**config.mk**
```make
export PLATFORM = sky130hd
export DESIGN_NAME = mem_port_arbiter
export DESIGN_NICKNAME = d
export VERILOG_FILES = /design/src/rtl/mips_pkg.sv /design/src/rtl/mem_arb_watchdog.sv /design/src/rtl/mem_port_arbiter.sv
export SDC_FILE = /design/constraint.sdc
export NUM_CORES = 1
export LEC_CHECK = 0
export CORE_MARGIN = 5
export CORE_UTILIZATION = 35
export CTS_CLUSTER_DIAMETER = 40
export DETAILED_ROUTE_END_ITERATION = 12
export GPL_ROUTABILITY_DRIVEN = 1
export GPL_TIMING_DRIVEN = 1
export PLACE_DENSITY_LB_ADDON = 0.2
export SYNTH_ARGS = -nofsm -noshare
export SYNTH_HDL_FRONTEND = slang
export SYNTH_SLANG_ARGS = --single-unit
```
**constraint.sdc**
```tcl
create_clock -name clk -period 1.6 [get_ports clk]
set_clock_uncertainty 0.1 [all_clocks]
set_input_delay 0.32 -clock clk [delete_from_list [all_inputs] [get_ports clk]]
set_output_delay 0.32 -clock clk [all_outputs]
set_load 0.005 [all_outputs]
```
**src/rtl/mips_pkg.sv**
```systemverilog
// mips_pkg
// Shared pipeline package. Holds the state encoding of the memory port
// arbiter FSM and the default watchdog limit used when the optional
// grant timeout (MEM_ARB_TIMEOUT_EN) is compiled in.
package mips_pkg;

    // Arbiter FSM states: idle/arbitrate, fetch granted, data granted,
    // response (ack pulse) cycle.
    typedef enum logic [1:0] {
        IDLE   = 2'd0,
        GNT_IF = 2'd1,
        GNT_D  = 2'd2,
        RESP   = 2'd3
    } arb_state_t;

    // Default number of grant cycles allowed before the watchdog fires.
    localparam int MEM_ARB_TIMEOUT_DEFAULT = 255;

endpackage

```
**src/rtl/mem_arb_watchdog.sv**
```systemverilog
// mem_arb_watchdog
// Counts consecutive cycles a memory grant has been outstanding and flags
// expiry on the TIMEOUT-th cycle, so the arbiter can abandon the access at
// the end of that cycle.
//
// Ports:
//   clk     in   clock, rising edge
//   reset   in   asynchronous active-low reset
//   enable  in   a grant is outstanding this cycle; counting advances
//   clear   in   return the count to zero (grant finished or not started)
//   expire  out  this is the TIMEOUT-th consecutive grant cycle
module mem_arb_watchdog
    import mips_pkg::*;
#(
    parameter int TIMEOUT = MEM_ARB_TIMEOUT_DEFAULT
) (
    input  logic clk,
    input  logic reset,
    input  logic enable,
    input  logic clear,
    output logic expire
);

    localparam int CNT_W = (TIMEOUT < 2) ? 1 : $clog2(TIMEOUT + 1);

    logic [CNT_W-1:0] count;

    // The count equals the number of grant cycles already elapsed, so the
    // TIMEOUT-th cycle is the one where it reads TIMEOUT-1.
    assign expire = enable && (count == CNT_W'(TIMEOUT - 1));

    // Cycle counter; holds once expired so it cannot wrap.
    always_ff @(posedge clk or negedge reset) begin
        if (!reset) begin
            count <= '0;
        end else if (clear) begin
            count <= '0;
        end else if (enable && !expire) begin
            count <= count + 1'b1;
        end
    end

endmodule

```
**src/rtl/mem_port_arbiter.sv**
```systemverilog
// mem_port_arbiter
// Arbitrates an instruction-fetch port and a data port onto one shared
// single-port memory. Data normally wins, but after a completed data grant a
// pending fetch goes first, so a data port that never lets go cannot starve
// fetch. Every output is registered. Each transaction takes an arbitration
// cycle, one or more grant cycles, and a single response cycle in which the
// requester's ack pulses.
//
// Optional build macro MEM_ARB_TIMEOUT_EN: adds a watchdog that ends a grant
// after TIMEOUT cycles without mem_ack, answering with err=1. Without it
// grants wait indefinitely and if_err/d_err are constant 0.
//
// Ports:
//   clk, reset                     clock; asynchronous active-low reset
//   if_req, if_addr                fetch request and address
//   if_rdata, if_ack, if_err       fetch read data, done pulse, error flag
//   d_req, d_we, d_addr, d_wdata   data request, write enable, addr, data
//   d_rdata, d_ack, d_err          data read data, done pulse, error flag
//   mem_req, mem_we, mem_addr,     shared memory request side
//   mem_wdata
//   mem_rdata, mem_ack             shared memory response side
module mem_port_arbiter
    import mips_pkg::*;
#(
    parameter int ADDR_W  = 32,
    parameter int DATA_W  = 32,
    parameter int TIMEOUT = MEM_ARB_TIMEOUT_DEFAULT
) (
    input  logic              clk,
    input  logic              reset,
    input  logic              if_req,
    input  logic [ADDR_W-1:0] if_addr,
    output logic [DATA_W-1:0] if_rdata,
    output logic              if_ack,
    input  logic              d_req,
    input  logic              d_we,
    input  logic [ADDR_W-1:0] d_addr,
    input  logic [DATA_W-1:0] d_wdata,
    output logic [DATA_W-1:0] d_rdata,
    output logic              d_ack,
    output logic              mem_req,
    output logic              mem_we,
    output logic [ADDR_W-1:0] mem_addr,
    output logic [DATA_W-1:0] mem_wdata,
    input  logic [DATA_W-1:0] mem_rdata,
    input  logic              mem_ack,
    output logic              if_err,
    output logic              d_err
);

    arb_state_t state, state_next;

    // Set when the most recently completed grant belonged to the data port.
    logic last_d, last_d_next;

    logic              mem_req_next;
    logic              mem_we_next;
    logic [ADDR_W-1:0] mem_addr_next;
    logic [DATA_W-1:0] mem_wdata_next;
    logic              if_ack_next;
    logic              d_ack_next;
    logic [DATA_W-1:0] if_rdata_next;
    logic [DATA_W-1:0] d_rdata_next;

    logic in_grant;
    assign in_grant = (state == GNT_IF) || (state == GNT_D);

`ifdef MEM_ARB_TIMEOUT_EN
    logic expire;
    logic if_err_q, d_err_q, if_err_next, d_err_next;

    mem_arb_watchdog #(
        .TIMEOUT (TIMEOUT)
    ) u_watchdog (
        .clk    (clk),
        .reset  (reset),
        .enable (in_grant),
        .clear  (!in_grant),
        .expire (expire)
    );

    // Error flags are registered alongside the acks they qualify.
    always_ff @(posedge clk or negedge reset) begin
        if (!reset) begin
            if_err_q <= 1'b0;
            d_err_q  <= 1'b0;
        end else begin
            if_err_q <= if_err_next;
            d_err_q  <= d_err_next;
        end
    end

    assign if_err = if_err_q;
    assign d_err  = d_err_q;
`else
    localparam int unused_timeout = TIMEOUT;

    assign if_err = 1'b0;
    assign d_err  = 1'b0;
`endif

    // State register and last-grant memory. Reset points the last-grant bit
    // at fetch so the first arbitration after reset favours data.
    always_ff @(posedge clk or negedge reset) begin
        if (!reset) begin
            state  <= IDLE;
            last_d <= 1'b0;
        end else begin
            state  <= state_next;
            last_d <= last_d_next;
        end
    end

    // Next-state and next-output logic. Request fields are captured once at
    // grant time and held until the grant ends, so a requester changing or
    // dropping its inputs mid-grant does not disturb the memory access.
    // mem_ack is only looked at while a grant is outstanding.
    always_comb begin
        state_next     = state;
        last_d_next    = last_d;
        mem_req_next   = mem_req;
        mem_we_next    = mem_we;
        mem_addr_next  = mem_addr;
        mem_wdata_next = mem_wdata;
        if_ack_next    = 1'b0;
        d_ack_next     = 1'b0;
        if_rdata_next  = if_rdata;
        d_rdata_next   = d_rdata;
`ifdef MEM_ARB_TIMEOUT_EN
        if_err_next    = 1'b0;
        d_err_next     = 1'b0;
`endif

        case (state)
            IDLE: begin
                if (d_req && !(last_d && if_req)) begin
                    state_next     = GNT_D;
                    mem_req_next   = 1'b1;
                    mem_we_next    = d_we;
                    mem_addr_next  = d_addr;
                    mem_wdata_next = d_wdata;
                end else if (if_req) begin
                    state_next     = GNT_IF;
                    mem_req_next   = 1'b1;
                    mem_we_next    = 1'b0;
                    mem_addr_next  = if_addr;
                end
            end

            GNT_IF: begin
                if (mem_ack) begin
                    state_next    = RESP;
                    last_d_next   = 1'b0;
                    mem_req_next  = 1'b0;
                    if_ack_next   = 1'b1;
                    if_rdata_next = mem_rdata;
                end
`ifdef MEM_ARB_TIMEOUT_EN
                else if (expire) begin
                    state_next   = RESP;
                    last_d_next  = 1'b0;
                    mem_req_next = 1'b0;
                    if_ack_next  = 1'b1;
                    if_err_next  = 1'b1;
                end
`endif
            end

            GNT_D: begin
                if (mem_ack) begin
                    state_next   = RESP;
                    last_d_next  = 1'b1;
                    mem_req_next = 1'b0;
                    mem_we_next  = 1'b0;
                    d_ack_next   = 1'b1;
                    if (!mem_we) begin
                        d_rdata_next = mem_rdata;
                    end
                end
`ifdef MEM_ARB_TIMEOUT_EN
                else if (expire) begin
                    state_next   = RESP;
                    last_d_next  = 1'b1;
                    mem_req_next = 1'b0;
                    mem_we_next  = 1'b0;
                    d_ack_next   = 1'b1;
                    d_err_next   = 1'b1;
                end
`endif
            end

            RESP: begin
                state_next = IDLE;
            end

            default: begin
                state_next   = IDLE;
                mem_req_next = 1'b0;
                mem_we_next  = 1'b0;
            end
        endcase
    end

    // Output registers; reset clears every output immediately.
    always_ff @(posedge clk or negedge reset) begin
        if (!reset) begin
            mem_req   <= 1'b0;
            mem_we    <= 1'b0;
            mem_addr  <= '0;
            mem_wdata <= '0;
            if_ack    <= 1'b0;
            d_ack     <= 1'b0;
            if_rdata  <= '0;
            d_rdata   <= '0;
        end else begin
            mem_req   <= mem_req_next;
            mem_we    <= mem_we_next;
            mem_addr  <= mem_addr_next;
            mem_wdata <= mem_wdata_next;
            if_ack    <= if_ack_next;
            d_ack     <= d_ack_next;
            if_rdata  <= if_rdata_next;
            d_rdata   <= d_rdata_next;
        end
    end

endmodule

```
# After elaboration in Yosys (flattened, before gate mapping)
# Index checks and enable logic that the tools add are counted.
# totals
ff_bits	135
latch_bits	0
ramBits	0
mem_bits_ro	0
inputBits	134
n_memories	0
# op_classes
n_addsub	0
mul	0
div	0
n_lt_le_gt_ge	0
eq_ne	7
shifts	0
n_mux	18
bitwise_logic	1
reduce_logical	17
# op_table
cell	n
2-to-1 mux 32 bit	2
AND reduction 3 bit	4
2-to-1 mux 1 bit	9
AND reduction 2 bit	4
nonzero test 2 bit	4
2-to-1 mux 2 bit	3
one-hot mux 1 bit (2 select lines)	3
one-hot mux 2 bit (3 select lines)	1
== test 2 bit, second input constant	2
inequality test 2 bit, second input constant	2
inequality test 3 bit, second input constant	1
== test 2 x 1 -> 1 bit, second input constant	1
logical AND 1 bit	2
zero test 2 bit	1
inequality test 2 x 1 -> 1 bit, second input constant	1
OR reduction 2 bit	1
zero test 1 bit	1
NOT 1 bit	1

# Depth between registers and ports, before layout
# logic_depth
depth_word	5
mapped_depth	7

# Worst setup path after synthesis
# No wires, ideal clock.
# synth_path
path_type	reg2reg
startpoint	register state[0]
endpoint	register state[0]
setup_time_ns	0.125
arrival_ns	1.450
path_slack_ns	-0.075
path_stages_with_launch	6
n_path_buf	0
period_less_slack_ns	1.675
path_cell_list	dfrtp_1 inv_1 ha_1 nand2b_1 a21boi_1 mux2_2
# synth_via
elab_chain_cells	4
# synth_lines
item	line	rtl
start, declared	mem_port_arbiter.sv:51	arb_state_t state, state_next;
start signal, assigned	mem_port_arbiter.sv:109	state <= state_next;
== test 2 x 1 -> 1 bit / == test 2 bit (equally long branches)	mem_port_arbiter.sv:134	case (state)
OR reduction 2 bit (no source line)	--	
inequality test 2 x 1 -> 1 bit (no source line)	--	
AND reduction 2 bit (no source line)	--	
# Parallel ways exist; a longest one is shown, timed or not.
# A chain may end at the register's enable or synchronous reset.

# Final worst setup path
# layout_path
startpoint	register state[1]
endpoint	register state[0]
# Same word-level chain as after synthesis.

==> run_results.csv <==
group,metric,value,unit
power_and_ir_drop,p_seq_share,33.8,%
power_and_ir_drop,switching_share,30.43,%
synthesis,ys_ff_latch,135,
route,detail_route.first_pass.iterations,4,
global_routing,grt_use_total,17.50,%
power_and_ir_drop,power_frac_comb,44.5,%
final_layout,nNetsFinal,871,
placement,hpwl,11730,um
synthesis,ys_types,26,
power_and_ir_drop,internal_power,12.47,mW
placement,io_buffer_count,265,
cts,clk_pin_slew,0.06,ns
sta,layout_setup_ws,-0.02708,ns
floorplan,rows,46,
sta,finalHoldViolCount,0,
final_layout,multi_input_area,0.002161,mm2
route,ant_nets,0,
cts,htree_num_levels,4,
floorplan,initial_core_util,35.21,%
global_routing,grtUsageMet2,30.39,%
worst_setup_path,critical_path.max_fanout,3,
final_layout,post-route-util,61.10,%
worst_setup_path,critPathLaunchType,"flop",
sta,finalSetupViolCount,47,
global_routing,grt_overflow_total,0,
worst_setup_path,crit_path_end_kind,"flop",
worst_setup_path,rrSetupSlack,-0.03,ns
global_routing,grtUsageMet1,20.50,%
sta,fin_setup_tns,-0.5183,ns
synthesis,yosys_warnings,0,
cts,clk_latency,0.41,ns
power_and_ir_drop,pwr-share-clk,21.7,%
sta,slew_violations,0,
worst_setup_path,rr_startpoint,"state[1]",
final_layout,area_delta_synth_final,73.52,%
synthesis,synth-seq-area-share,61.06,%
sta,fin_worst_hold_slack,0.2173,ns
route,via_count,4352,
route,wl,16850,um
floorplan,dieArea,0.01842,mm2
floorplan,die_w,135.7,um
sta,timing.fmax,614.6,MHz
synthesis,avgSynthCellArea,13.24,um2
final_layout,regArea,0.003378,mm2
cts,cts_tree,"built",
power_and_ir_drop,ir_drop,0.7975,mV
synthesis,synthCells,418,
final_layout,nFillCells,1316,
placement,place.gp.congestion,0.7873,
cts,cts_made_buffers,17,
worst_setup_path,r2r-end,"state[0]",
route,drt_iter0_drc,91,
placement,pre_cts_slack,-0.2870,ns
sta,finalCritPeriodShare,101.7,%
power_and_ir_drop,p_leak,4.533,nW
route,wl_per_cell,17.51,um
worst_setup_path,cp.required,1.80,ns
power_and_ir_drop,finalPower,17.93,mW
global_routing,grt_pass1_wl,25040,um
cts,cts_buffer_depth,2,
worst_setup_path,arrival,1.82,ns
route,via_per_inst,4.524,
hold_path,hp-class,"input port to async pin",
flow_run,drv_cap,0,
cts,clockRootBuffer,"clkbuf_16",
run_status,violations,"setup timing",
sta,period_minus_slack,1.627,ns
final_layout,drive_gt1_share,26.31,%
floorplan,ios,268,
cts,cts_num_sinks,135,
global_routing,antenna_found_initial,1,
run_status,status,"complete, but fails checks",
floorplan,die_h,135.7,um
power_and_ir_drop,power_switching,5.455,mW
route,route.detailed.drc,0,
worst_setup_path,worstRegToRegCells,6,
synthesis,syn-cell-area,0.005533,mm2
worst_setup_path,path_class,"flop to flop",
sta,rsz0062_at_grt,"yes",
power_and_ir_drop,powerDensity,1867,mW/mm2
global_routing,busiest_layer,"met2",
global_routing,grt_max_degree,54,
floorplan,core,0.01571,mm2
global_routing,use_met3,4.978,%
global_routing,grt_pass1_vias,4682,
## through the flow
step,std cells,instance area [um2]
6_report,962,9600
5_1_grt,962,9600
2_1_floorplan,419,5540
3_3_place_gp,902,8623
4_1_cts,952,9371
3_5_place_dp,902,8623
## cells by family (layout without fill, tap and decap cells)
group	Yosys count	in the layout	share of synthesized area (%)
and+or+nand+nor	107	107	7.531
adders and majority gates	5	5	1.131
other	1	3	0.06778
muxes	101	101	22.52
DFF	135	135	61.06
AOI/OAI and AO/OA	41	41	4.862
buffers and inverters	28	354	2.827
## state kept, by name, indices dropped and copies added, names as in the netlist
register / count
state: 2
mem_req: 1
last_d: 1
mem_addr: 32
d_rdata: 32
mem_wdata: 32
if_rdata: 32
mem_we: 1
d_ack: 1
if_ack: 1
## cell usage after synthesis
cell / number / area, um2
dfrtp_1: 135 / 3378
nand2_1: 67 / 251.5
mux2_2: 66 / 743.2
nor2_1: 35 / 131.4
a31oi_1: 32 / 200.2
mux2_4: 30 / 450.4
buf_2: 17 / 85.08
ha_1: 5 / 62.56
a21oi_1: 4 / 20.02
buf_6: 3 / 33.78
clkbuf_1: 3 / 11.26
inv_1: 3 / 11.26
mux2i_1: 3 / 30.03
buf_4: 2 / 15.01
mux2_1: 2 / 22.52
a21bo_2: 1 / 10.01
a21boi_1: 1 / 7.510
a21boi_4: 1 / 18.77
and2_1: 1 / 6.260
conb_1: 1 / 3.750
nand2_2: 1 / 6.260
nand2b_1: 1 / 6.260
nand3b_1: 1 / 7.510
nor3b_1: 1 / 7.510
o21a_1: 1 / 7.510
o21ai_0: 1 / 5.000
## power by group through the flow
stage | combinational (mW) | clock (mW) | sequential [mW]
after floorplan | 3.05 | 0 | 6.19
after global placement | 7.89 | 0 | 6.09
after global routing | 8.56 | 4.14 | 6.28
final | 7.97 | 3.89 | 6.06
after CTS | 7.60 | 3.98 | 6.05
after detailed placement | 8.07 | 0 | 6.14
## critical path, cell delays in order, from the launching register on
cell and delay [ns]:
dfrtp_1 0.43, buf_6 0.15, inv_6 0.06, ha_4 0.20, nand2b_4 0.06, a21boi_4 0.20, mux2_4 0.31
## routing by layer
layer | part of all wire [%] | routed length [um]
met3 | 6.8 | 1140
met2 | 51 | 8646
met5 | 0 | 0
met4 | 2.0 | 342
met1 | 40 | 6716
## timing repair
item / in CTS / in global routing
resized for setup: 156 / 27
endpoints found under the setup margin: 261 / 116
buffers inserted: 13 / 6
cloned: 4 / 5
hold buffers: 1 / 0
pin swaps: 0 / 1
endpoints found under the hold margin: 135 / 0
## worst max-delay path by stage
stage | from | cells past startpoint | slack, ns | to
finish | state[1] | 6 | -0.03 | state[0]
floorplan | state[0] | 5 | -0.003 | state[0]
global route | state[1] | 7 | -0.08 | mem_addr[22]
global placement | d_req | 5 | -0.26 | mem_wdata[20]
CTS | state[1] | 4 | -0.03 | d_rdata[2]
detailed placement | d_req | 5 | -0.29 | mem_wdata[14]
## cell usage in the layout, fill, tap and decap left out, types with 3 or more instances in the layout
cell type,count
a21oi_1,4
a31oi_1,31
buf_12,10
buf_4,29
buf_6,8
clkbuf_16,22
clkdlybuf4s50_1,131
clkinv_4,4
clkinvlp_4,3
dfrtp_1,135
dlygate4sd2_1,132
ha_4,3
inv_6,5
mux2_2,50
mux2_4,46
mux2i_1,3
nand2_1,66
nor2_1,34
## area by class of cell
cell class,count,area share (%)
flip-flops and latches,135,35.19
repair buffers,319,33.10
multi-input cells,256,22.51
clock buffers,17,4.431
well taps,216,2.815
clock inverters,15,1.759
inverters,3,0.1694
diodes,1,0.02607
(Power assumes the default switching activity.)
